File: src/rtl/alu_pkg.sv
// Shared opcode, flag-index and FSM-state definitions for the ALU issue controller.
package alu_pkg;

  localparam logic [2:0] OP_ADD = 3'd0;
  localparam logic [2:0] OP_SUB = 3'd1;
  localparam logic [2:0] OP_MUL = 3'd2;
  localparam logic [2:0] OP_AND = 3'd4;
  localparam logic [2:0] OP_OR  = 3'd5;
  localparam logic [2:0] OP_XOR = 3'd6;

  localparam int FLG_Z = 0;
  localparam int FLG_C = 1;
  localparam int FLG_V = 2;
  localparam int FLG_E = 3;

  typedef enum logic [1:0] {
    IDLE   = 2'd0,
    SETTLE = 2'd1,
    RESP   = 2'd2
  } issueStateT;

  // Opcodes 3 and 7 are the only encodings with both low bits set.
  function automatic logic is_legal_op(input logic [2:0] op);
    return !(op[1] && op[0]);
  endfunction

  function automatic logic is_arith_op(input logic [2:0] op);
    return (op == OP_ADD) || (op == OP_SUB);
  endfunction

endpackage

File: src/rtl/alu_issue_ctrl_if.sv
// Request, ALU and response signal bundle between a requester and alu_issue_ctrl.
interface alu_issue_ctrl_if #(
  parameter int COUNT_W = 8
);
  logic               req_valid;
  logic               req_ready;
  logic [3:0]         req_a;
  logic [3:0]         req_b;
  logic [2:0]         req_op;
  logic               req_cin;
  logic               req_chain;
  logic [3:0]         alu_a;
  logic [3:0]         alu_b;
  logic [2:0]         alu_op;
  logic               alu_cin;
  logic [7:0]         alu_y;
  logic               alu_cout;
  logic               alu_ovf;
  logic               rsp_valid;
  logic               rsp_ready;
  logic [7:0]         rsp_y;
  logic [3:0]         rsp_flags;
  logic               carry_q;
  logic               busy;
  logic [COUNT_W-1:0] op_count;

  modport slave (
    input  req_valid, req_a, req_b, req_op, req_cin, req_chain,
    input  alu_y, alu_cout, alu_ovf, rsp_ready,
    output req_ready, alu_a, alu_b, alu_op, alu_cin,
    output rsp_valid, rsp_y, rsp_flags, carry_q, busy, op_count
  );

  modport master (
    output req_valid, req_a, req_b, req_op, req_cin, req_chain,
    output alu_y, alu_cout, alu_ovf, rsp_ready,
    input  req_ready, alu_a, alu_b, alu_op, alu_cin,
    input  rsp_valid, rsp_y, rsp_flags, carry_q, busy, op_count
  );
endinterface

File: src/rtl/alu_flag_gen.sv
// Masks the raw ALU result per opcode and derives {E,V,C,Z} plus the carry-update enable.
module alu_flag_gen
  import alu_pkg::*;
(
  input  logic [2:0] aluOp,
  input  logic [7:0] aluY,
  input  logic       aluCout,
  input  logic       aluOvf,
  output logic [7:0] resY,
  output logic [3:0] resFlags,
  output logic       carryEn
);

  always_comb begin
    resY     = '0;
    resFlags = '0;
    carryEn  = 1'b0;
    if (!is_legal_op(aluOp)) begin
      resFlags[FLG_E] = 1'b1;
    end else if (aluOp == OP_MUL) begin
      resY = aluY;
    end else begin
      resY = {4'b0000, aluY[3:0]};
    end
    if (is_arith_op(aluOp)) begin
      resFlags[FLG_C] = aluCout;
      resFlags[FLG_V] = aluOvf;
      carryEn         = 1'b1;
    end
    resFlags[FLG_Z] = (resY == 8'd0);
  end

endmodule

File: src/rtl/alu_issue_ctrl.sv
// Registers requests onto the combinational ALU, waits SETTLE_CYCLES, then holds the
// captured result on a valid/ready response port while tracking a chainable carry.
module alu_issue_ctrl
  import alu_pkg::*;
#(
  parameter int SETTLE_CYCLES = 1,
  parameter int COUNT_W       = 8
) (
  input  logic             clk,
  input  logic             rst_n,
  alu_issue_ctrl_if.slave  bus
);

  if (SETTLE_CYCLES < 1) begin : gBadSettle
    $error("alu_issue_ctrl: SETTLE_CYCLES must be >= 1");
  end

  localparam int CNT_W = (SETTLE_CYCLES > 1) ? $clog2(SETTLE_CYCLES + 1) : 1;
  localparam logic [CNT_W-1:0] CNT_LOAD = CNT_W'(SETTLE_CYCLES);
  localparam logic [CNT_W-1:0] CNT_ONE  = CNT_W'(1);

  issueStateT         stateQ, stateD;
  logic [CNT_W-1:0]   settleCntQ;
  logic [3:0]         aluAQ, aluBQ;
  logic [2:0]         aluOpQ;
  logic               aluCinQ;
  logic [7:0]         rspYQ;
  logic [3:0]         rspFlagsQ;
  logic               carryQ;
  logic [COUNT_W-1:0] opCountQ;

  logic               accept, capture, rspDone;
  logic [7:0]         resY;
  logic [3:0]         resFlags;
  logic               carryEn;

  assign accept  = (stateQ == IDLE)   && bus.req_valid;
  assign capture = (stateQ == SETTLE) && (settleCntQ == CNT_ONE);
  assign rspDone = (stateQ == RESP)   && bus.rsp_ready;

  alu_flag_gen uFlagGen (
    .aluOp    (aluOpQ),
    .aluY     (bus.alu_y),
    .aluCout  (bus.alu_cout),
    .aluOvf   (bus.alu_ovf),
    .resY     (resY),
    .resFlags (resFlags),
    .carryEn  (carryEn)
  );

  always_comb begin
    stateD = stateQ;
    unique case (stateQ)
      IDLE:    if (accept)  stateD = SETTLE;
      SETTLE:  if (capture) stateD = RESP;
      RESP:    if (rspDone) stateD = IDLE;
      default: stateD = IDLE;
    endcase
  end

  always_ff @(posedge clk or negedge rst_n) begin
    if (!rst_n) begin
      stateQ <= IDLE;
    end else begin
      stateQ <= stateD;
    end
  end

  // Operands stay on the ALU after a response so its inputs only move on a new accept.
  always_ff @(posedge clk or negedge rst_n) begin
    if (!rst_n) begin
      settleCntQ <= '0;
      aluAQ      <= '0;
      aluBQ      <= '0;
      aluOpQ     <= '0;
      aluCinQ    <= 1'b0;
      rspYQ      <= '0;
      rspFlagsQ  <= '0;
      carryQ     <= 1'b0;
      opCountQ   <= '0;
    end else begin
      if (accept) begin
        aluAQ      <= bus.req_a;
        aluBQ      <= bus.req_b;
        aluOpQ     <= bus.req_op;
        aluCinQ    <= bus.req_chain ? carryQ : bus.req_cin;
        settleCntQ <= CNT_LOAD;
      end else if (stateQ == SETTLE) begin
        settleCntQ <= settleCntQ - CNT_ONE;
      end
      if (capture) begin
        rspYQ     <= resY;
        rspFlagsQ <= resFlags;
        if (carryEn) carryQ <= bus.alu_cout;
      end
      if (rspDone) opCountQ <= opCountQ + COUNT_W'(1);
    end
  end

  assign bus.req_ready = (stateQ == IDLE);
  assign bus.busy      = (stateQ != IDLE);
  assign bus.rsp_valid = (stateQ == RESP);
  assign bus.alu_a     = aluAQ;
  assign bus.alu_b     = aluBQ;
  assign bus.alu_op    = aluOpQ;
  assign bus.alu_cin   = aluCinQ;
  assign bus.rsp_y     = rspYQ;
  assign bus.rsp_flags = rspFlagsQ;
  assign bus.carry_q   = carryQ;
  assign bus.op_count  = opCountQ;

endmodule

File: src/flat_wrapper.sv
// flat-port wrapper written by rule: the top's interface ports become plain ports
module alu_issue_ctrl_flat import alu_pkg::*;
#(
  parameter int SETTLE_CYCLES = 1,
  parameter int COUNT_W       = 8
)
  (clk, rst_n, bus_req_valid, bus_req_a, bus_req_b, bus_req_op, bus_req_cin, bus_req_chain, bus_alu_y, bus_alu_cout, bus_alu_ovf, bus_rsp_ready, bus_req_ready, bus_alu_a, bus_alu_b, bus_alu_op, bus_alu_cin, bus_rsp_valid, bus_rsp_y, bus_rsp_flags, bus_carry_q, bus_busy, bus_op_count);
  alu_issue_ctrl_if #(.COUNT_W(COUNT_W)) bus_i ();
  input  logic clk;
  input  logic rst_n;
  input wire logic [$bits(bus_i.req_valid)-1:0] bus_req_valid;
  input wire logic [$bits(bus_i.req_a)-1:0] bus_req_a;
  input wire logic [$bits(bus_i.req_b)-1:0] bus_req_b;
  input wire logic [$bits(bus_i.req_op)-1:0] bus_req_op;
  input wire logic [$bits(bus_i.req_cin)-1:0] bus_req_cin;
  input wire logic [$bits(bus_i.req_chain)-1:0] bus_req_chain;
  input wire logic [$bits(bus_i.alu_y)-1:0] bus_alu_y;
  input wire logic [$bits(bus_i.alu_cout)-1:0] bus_alu_cout;
  input wire logic [$bits(bus_i.alu_ovf)-1:0] bus_alu_ovf;
  input wire logic [$bits(bus_i.rsp_ready)-1:0] bus_rsp_ready;
  output wire logic [$bits(bus_i.req_ready)-1:0] bus_req_ready;
  output wire logic [$bits(bus_i.alu_a)-1:0] bus_alu_a;
  output wire logic [$bits(bus_i.alu_b)-1:0] bus_alu_b;
  output wire logic [$bits(bus_i.alu_op)-1:0] bus_alu_op;
  output wire logic [$bits(bus_i.alu_cin)-1:0] bus_alu_cin;
  output wire logic [$bits(bus_i.rsp_valid)-1:0] bus_rsp_valid;
  output wire logic [$bits(bus_i.rsp_y)-1:0] bus_rsp_y;
  output wire logic [$bits(bus_i.rsp_flags)-1:0] bus_rsp_flags;
  output wire logic [$bits(bus_i.carry_q)-1:0] bus_carry_q;
  output wire logic [$bits(bus_i.busy)-1:0] bus_busy;
  output wire logic [$bits(bus_i.op_count)-1:0] bus_op_count;
  assign bus_i.req_valid = bus_req_valid;
  assign bus_i.req_a = bus_req_a;
  assign bus_i.req_b = bus_req_b;
  assign bus_i.req_op = bus_req_op;
  assign bus_i.req_cin = bus_req_cin;
  assign bus_i.req_chain = bus_req_chain;
  assign bus_i.alu_y = bus_alu_y;
  assign bus_i.alu_cout = bus_alu_cout;
  assign bus_i.alu_ovf = bus_alu_ovf;
  assign bus_i.rsp_ready = bus_rsp_ready;
  assign bus_req_ready = bus_i.req_ready;
  assign bus_alu_a = bus_i.alu_a;
  assign bus_alu_b = bus_i.alu_b;
  assign bus_alu_op = bus_i.alu_op;
  assign bus_alu_cin = bus_i.alu_cin;
  assign bus_rsp_valid = bus_i.rsp_valid;
  assign bus_rsp_y = bus_i.rsp_y;
  assign bus_rsp_flags = bus_i.rsp_flags;
  assign bus_carry_q = bus_i.carry_q;
  assign bus_busy = bus_i.busy;
  assign bus_op_count = bus_i.op_count;
  alu_issue_ctrl #(.SETTLE_CYCLES(SETTLE_CYCLES), .COUNT_W(COUNT_W)) u_core (.clk(clk), .rst_n(rst_n), .bus(bus_i));
endmodule
File: config.mk
export PLATFORM = sky130hd
export DESIGN_NAME = alu_issue_ctrl_flat
export DESIGN_NICKNAME = d
export VERILOG_FILES = /design/src/rtl/alu_pkg.sv /design/src/rtl/alu_issue_ctrl_if.sv /design/src/rtl/alu_flag_gen.sv /design/src/rtl/alu_issue_ctrl.sv /design/src/flat_wrapper.sv
export SDC_FILE = /design/constraint.sdc
export NUM_CORES = 1
export LEC_CHECK = 0
export CAP_MARGIN = 20
export CORE_ASPECT_RATIO = 2
export CORE_MARGIN = 4
export CORE_UTILIZATION = 28
export DETAILED_ROUTE_END_ITERATION = 10
export GPL_TIMING_DRIVEN = 0
export PLACE_DENSITY = 0.58
export SLEW_MARGIN = 20
export SYNTH_ARGS = -nofsm -noshare
export SYNTH_HDL_FRONTEND = slang
export SYNTH_SLANG_ARGS = --single-unit
File: constraint.sdc
create_clock -name clk -period 1.65 [get_ports clk]
set_clock_uncertainty 0.1 [all_clocks]
set_input_delay 0.4125 -clock clk [delete_from_list [all_inputs] [get_ports clk]]
set_output_delay 0.4125 -clock clk [all_outputs]
set_load 0.02 [all_outputs]
==> results of run 1 <==
## path summary, 6_finish.rpt
| path | to | cells past startpoint | slack (ns) |
|---|---|---|---|
| max | u_core.bus.alu_b[0] | 5 | 0.02 |
| min | u_core.bus.op_count[7] | 1 | 0.36 |
| max reg2reg | u_core.bus.alu_b[0] | 5 | 0.02 |
| min reg2reg | u_core.bus.op_count[7] | 1 | 0.36 |
| max in group asynchronous | u_core.bus.alu_op[0] | 3 | 0.62 |
| min in group asynchronous | u_core.bus.alu_a[2] | 2 | 0.41 |
## power groups by stage
stage / Combinational (mW) / Sequential [mW] / Clock (mW)
6_report: 2.04 / 1.56 / 0.613
3_5_place_dp: 2.15 / 1.61 / 0
4_1_cts: 2.05 / 1.57 / 0.651
5_1_grt: 2.21 / 1.62 / 0.691
3_3_place_gp: 2.11 / 1.59 / 0
2_1_floorplan: 0.714 / 1.97 / 0
## registers in the layout (all words and copies together) (netlist names)
signal	flops
u_core.settleCntQ	1
u_core.bus.op_count	8
u_core.bus.carry_q	1
u_core.bus.rsp_y	8
u_core.bus.rsp_flags	4
u_core.bus.alu_b	4
u_core.stateQ	2
u_core.bus.alu_a	4
u_core.bus.alu_op	3
u_core.bus.alu_cin	1
## repair_timing
item,in CTS,in global routing
hold buffers,1,0
setup endpoints to repair,43,10
gates resized for setup,51,4
pin swaps,1,1
hold endpoints to repair,7,0
setup buffers,6,0
## critical path: cells and delay by family (launching register included)
kind | cells | cell delay, ns
simple gates | 1 | 0.20
flops | 1 | 0.42
buf+inv | 3 | 0.45
mux | 1 | 0.35
## final cells by class
cell class,instances,share of cell area [%]
sequential,36,39.0
buffer,3,0.919
clock buffer,5,2.97
timing repair buffer,70,28.0
clock inverter,3,0.811
multi-input combinational,76,24.8
inverter,2,0.324
tap,58,3.14
## kinds of logic (layout without fill, tap and decap cells)
logic type / Yosys count / count (layout) / share of synthesized area, %
XOR/XNOR: 7 / 7 / 4.10
adder cells (fa/ha/maj): 1 / 1 / 0.837
AO/OA/AOI/OAI: 17 / 17 / 7.53
AND/OR/NAND/NOR: 37 / 37 / 14.6
flip-flops: 36 / 36 / 60.3
buffers and inverters: 5 / 83 / 1.92
multiplexers: 14 / 14 / 10.7
## per-stage QoR
step	std cells	setup WS, ns
after CTS	253	0.00539
after global routing	253	-0.0179
after floorplan	117	0.119
final	253	0.0243
after global placement	237	-0.677
after detailed placement	238	-0.319
## metal layers
layer / vias up / global-route usage (%) / part of all wire, %
li1: 563 / - / -
met1: 582 / 13.8 / 35
met2: 50 / 22.2 / 55
met3: 10 / 3.48 / 5.9
met4: 0 / 7.10 / 3.5
met5: - / 0 / 0
## Yosys cell counts, drive strengths merged (2+ instances only)
cell type	number
nand3	2
xor2	4
dfrtp	36
nand2	15
a22o	5
buf	3
mux2	13
nor3	3
nor2	7
inv	2
nand4	2
o21ai	8
xnor2	3
==> flow_summary.ini, run 1 <==
[cells_and_area]
final_common_cell = dfrtp_1
final-seq-area_um2 = 903
nets = 222
most-common-layout-cells = 34 x dfrtp_1, 32 x dlygate4sd2_1, 25 x clkdlybuf4s50_1, 15 x nand2_1, 12 x mux2_2
fill_cells = 554
antenna_cells = 0
multi_input_area_um2 = 573
design_area_um2 = 2310
finalCoreUtilization_pct = 44.6
layout-drive-gt1-share_pct = 23.1
area_growth_pct = 54.7

[routing]
route.detailed.drc = 0
vias = 1205
dr.pass1.iters = 4
drt_iter0_drc = 12
ant_nets = 0
postRouteWirelength_um = 3950
wl_per_cell_um = 15.6
via_per_inst = 4.76

[pwr]
leakage_nw = 1.13
seqPwrFrac_pct = 37.0
power_frac_comb_pct = 48.5
power_mw = 4.21
clkPwrFrac_pct = 14.6
switching_share_pct = 40.6
internal-power_mw = 2.50
power_density_nw_per_um2 = 1820
netSwitchingPower_mw = 1.71
irDropWorstVdd_mv = 0.936

[timing]
max_freq_mhz = 615
tightest_slew_ns = 0.285
hold_viol = 0
holdWs_ns = 0.362
period_needed_ns = 1.63
finalMaxSlewViolations = 0
period_share_pct = 98.5
setup_viol = 0
max-slew-margin-rel_pct = 80.8
rsz0062_at_grt = true
tns_ns = 0

[worst_setup_path]
cp_max_fo = 10
arrival_ns = 1.69
worstSetupPathType = reg -> reg
start_kind = register
r2r_start = u_core.stateQ[0]
end_kind = register
startpoint = u_core.stateQ[0]
critPathMaxStageDelay_ns = 0.42
path_cells = buf_6 -> buf_4 -> nor3b_4 -> buf_6 -> mux2_2
crit_top_cell = buf_6
crit_required_ns = 1.72
crit_path_top_delay_cell = dfrtp_2

[global_route]
antenna_found_initial = 0
grt_pass1_vias = 1368
grt.overflow.total = 0
track_usage_pct = 13.0
grt_max_degree = 30
grt_pass1_wl_um = 6510

[yosys]
synth-seq-area-share_pct = 60.3
synthTopCellsByArea = dfrtp_1 60%, mux2_2 9.0%, nand2_1 3.8%
synthArstFlopShare_pct = 100
synth.avg_cell_area_um2 = 12.8
yosys_register_bits = 36
synth_top_area_share_pct = 60.3
yosysWarnings = 0
syn_nets = 145
synth_cells = 117
synth_top_cell_by_area = dfrtp_1
synth_flop_cell = dfrtp_1
synth_area_um2 = 1500
synth.distinct_cells = 32
synth_edf_count = 0

[cts]
cts_sinks = 36
root_buffer = clkbuf_8
cts-htree-levels = 2
numCtsBuffers = 5
cts_tree = done
clk_pin_slew_ns = 0.08
cts_buffer_depth = 2
clock_latency_ns = 0.29

[floorplan]
rows = 37
io_pins = 63
die_y_um = 111
die_w_um = 59.7
core_area_um2 = 5180
die_area_um2 = 6640
initial_core_util_pct = 28.8

[placement]
portBuffers = 62
dpl_cell_area_um2 = 2200
dp.final_hpwl_um = 3070
routabilityCongestion = 0.681

[min_path]
hp-class = reg -> reg
hold_path_startpoint = u_core.bus.op_count[7]

[status]
outcome = finished clean

[job]
maxCapViolCount = 0
Power figures use the tool's default switching activity.
==> run 2, diff against run 1 <==
CTS_BUF_LIST = sky130_fd_sc_hd__clkbuf_8   (was not set)
==> results of run 2 <==
No change in the layout: final DEF, timing and power equal those of run 1.
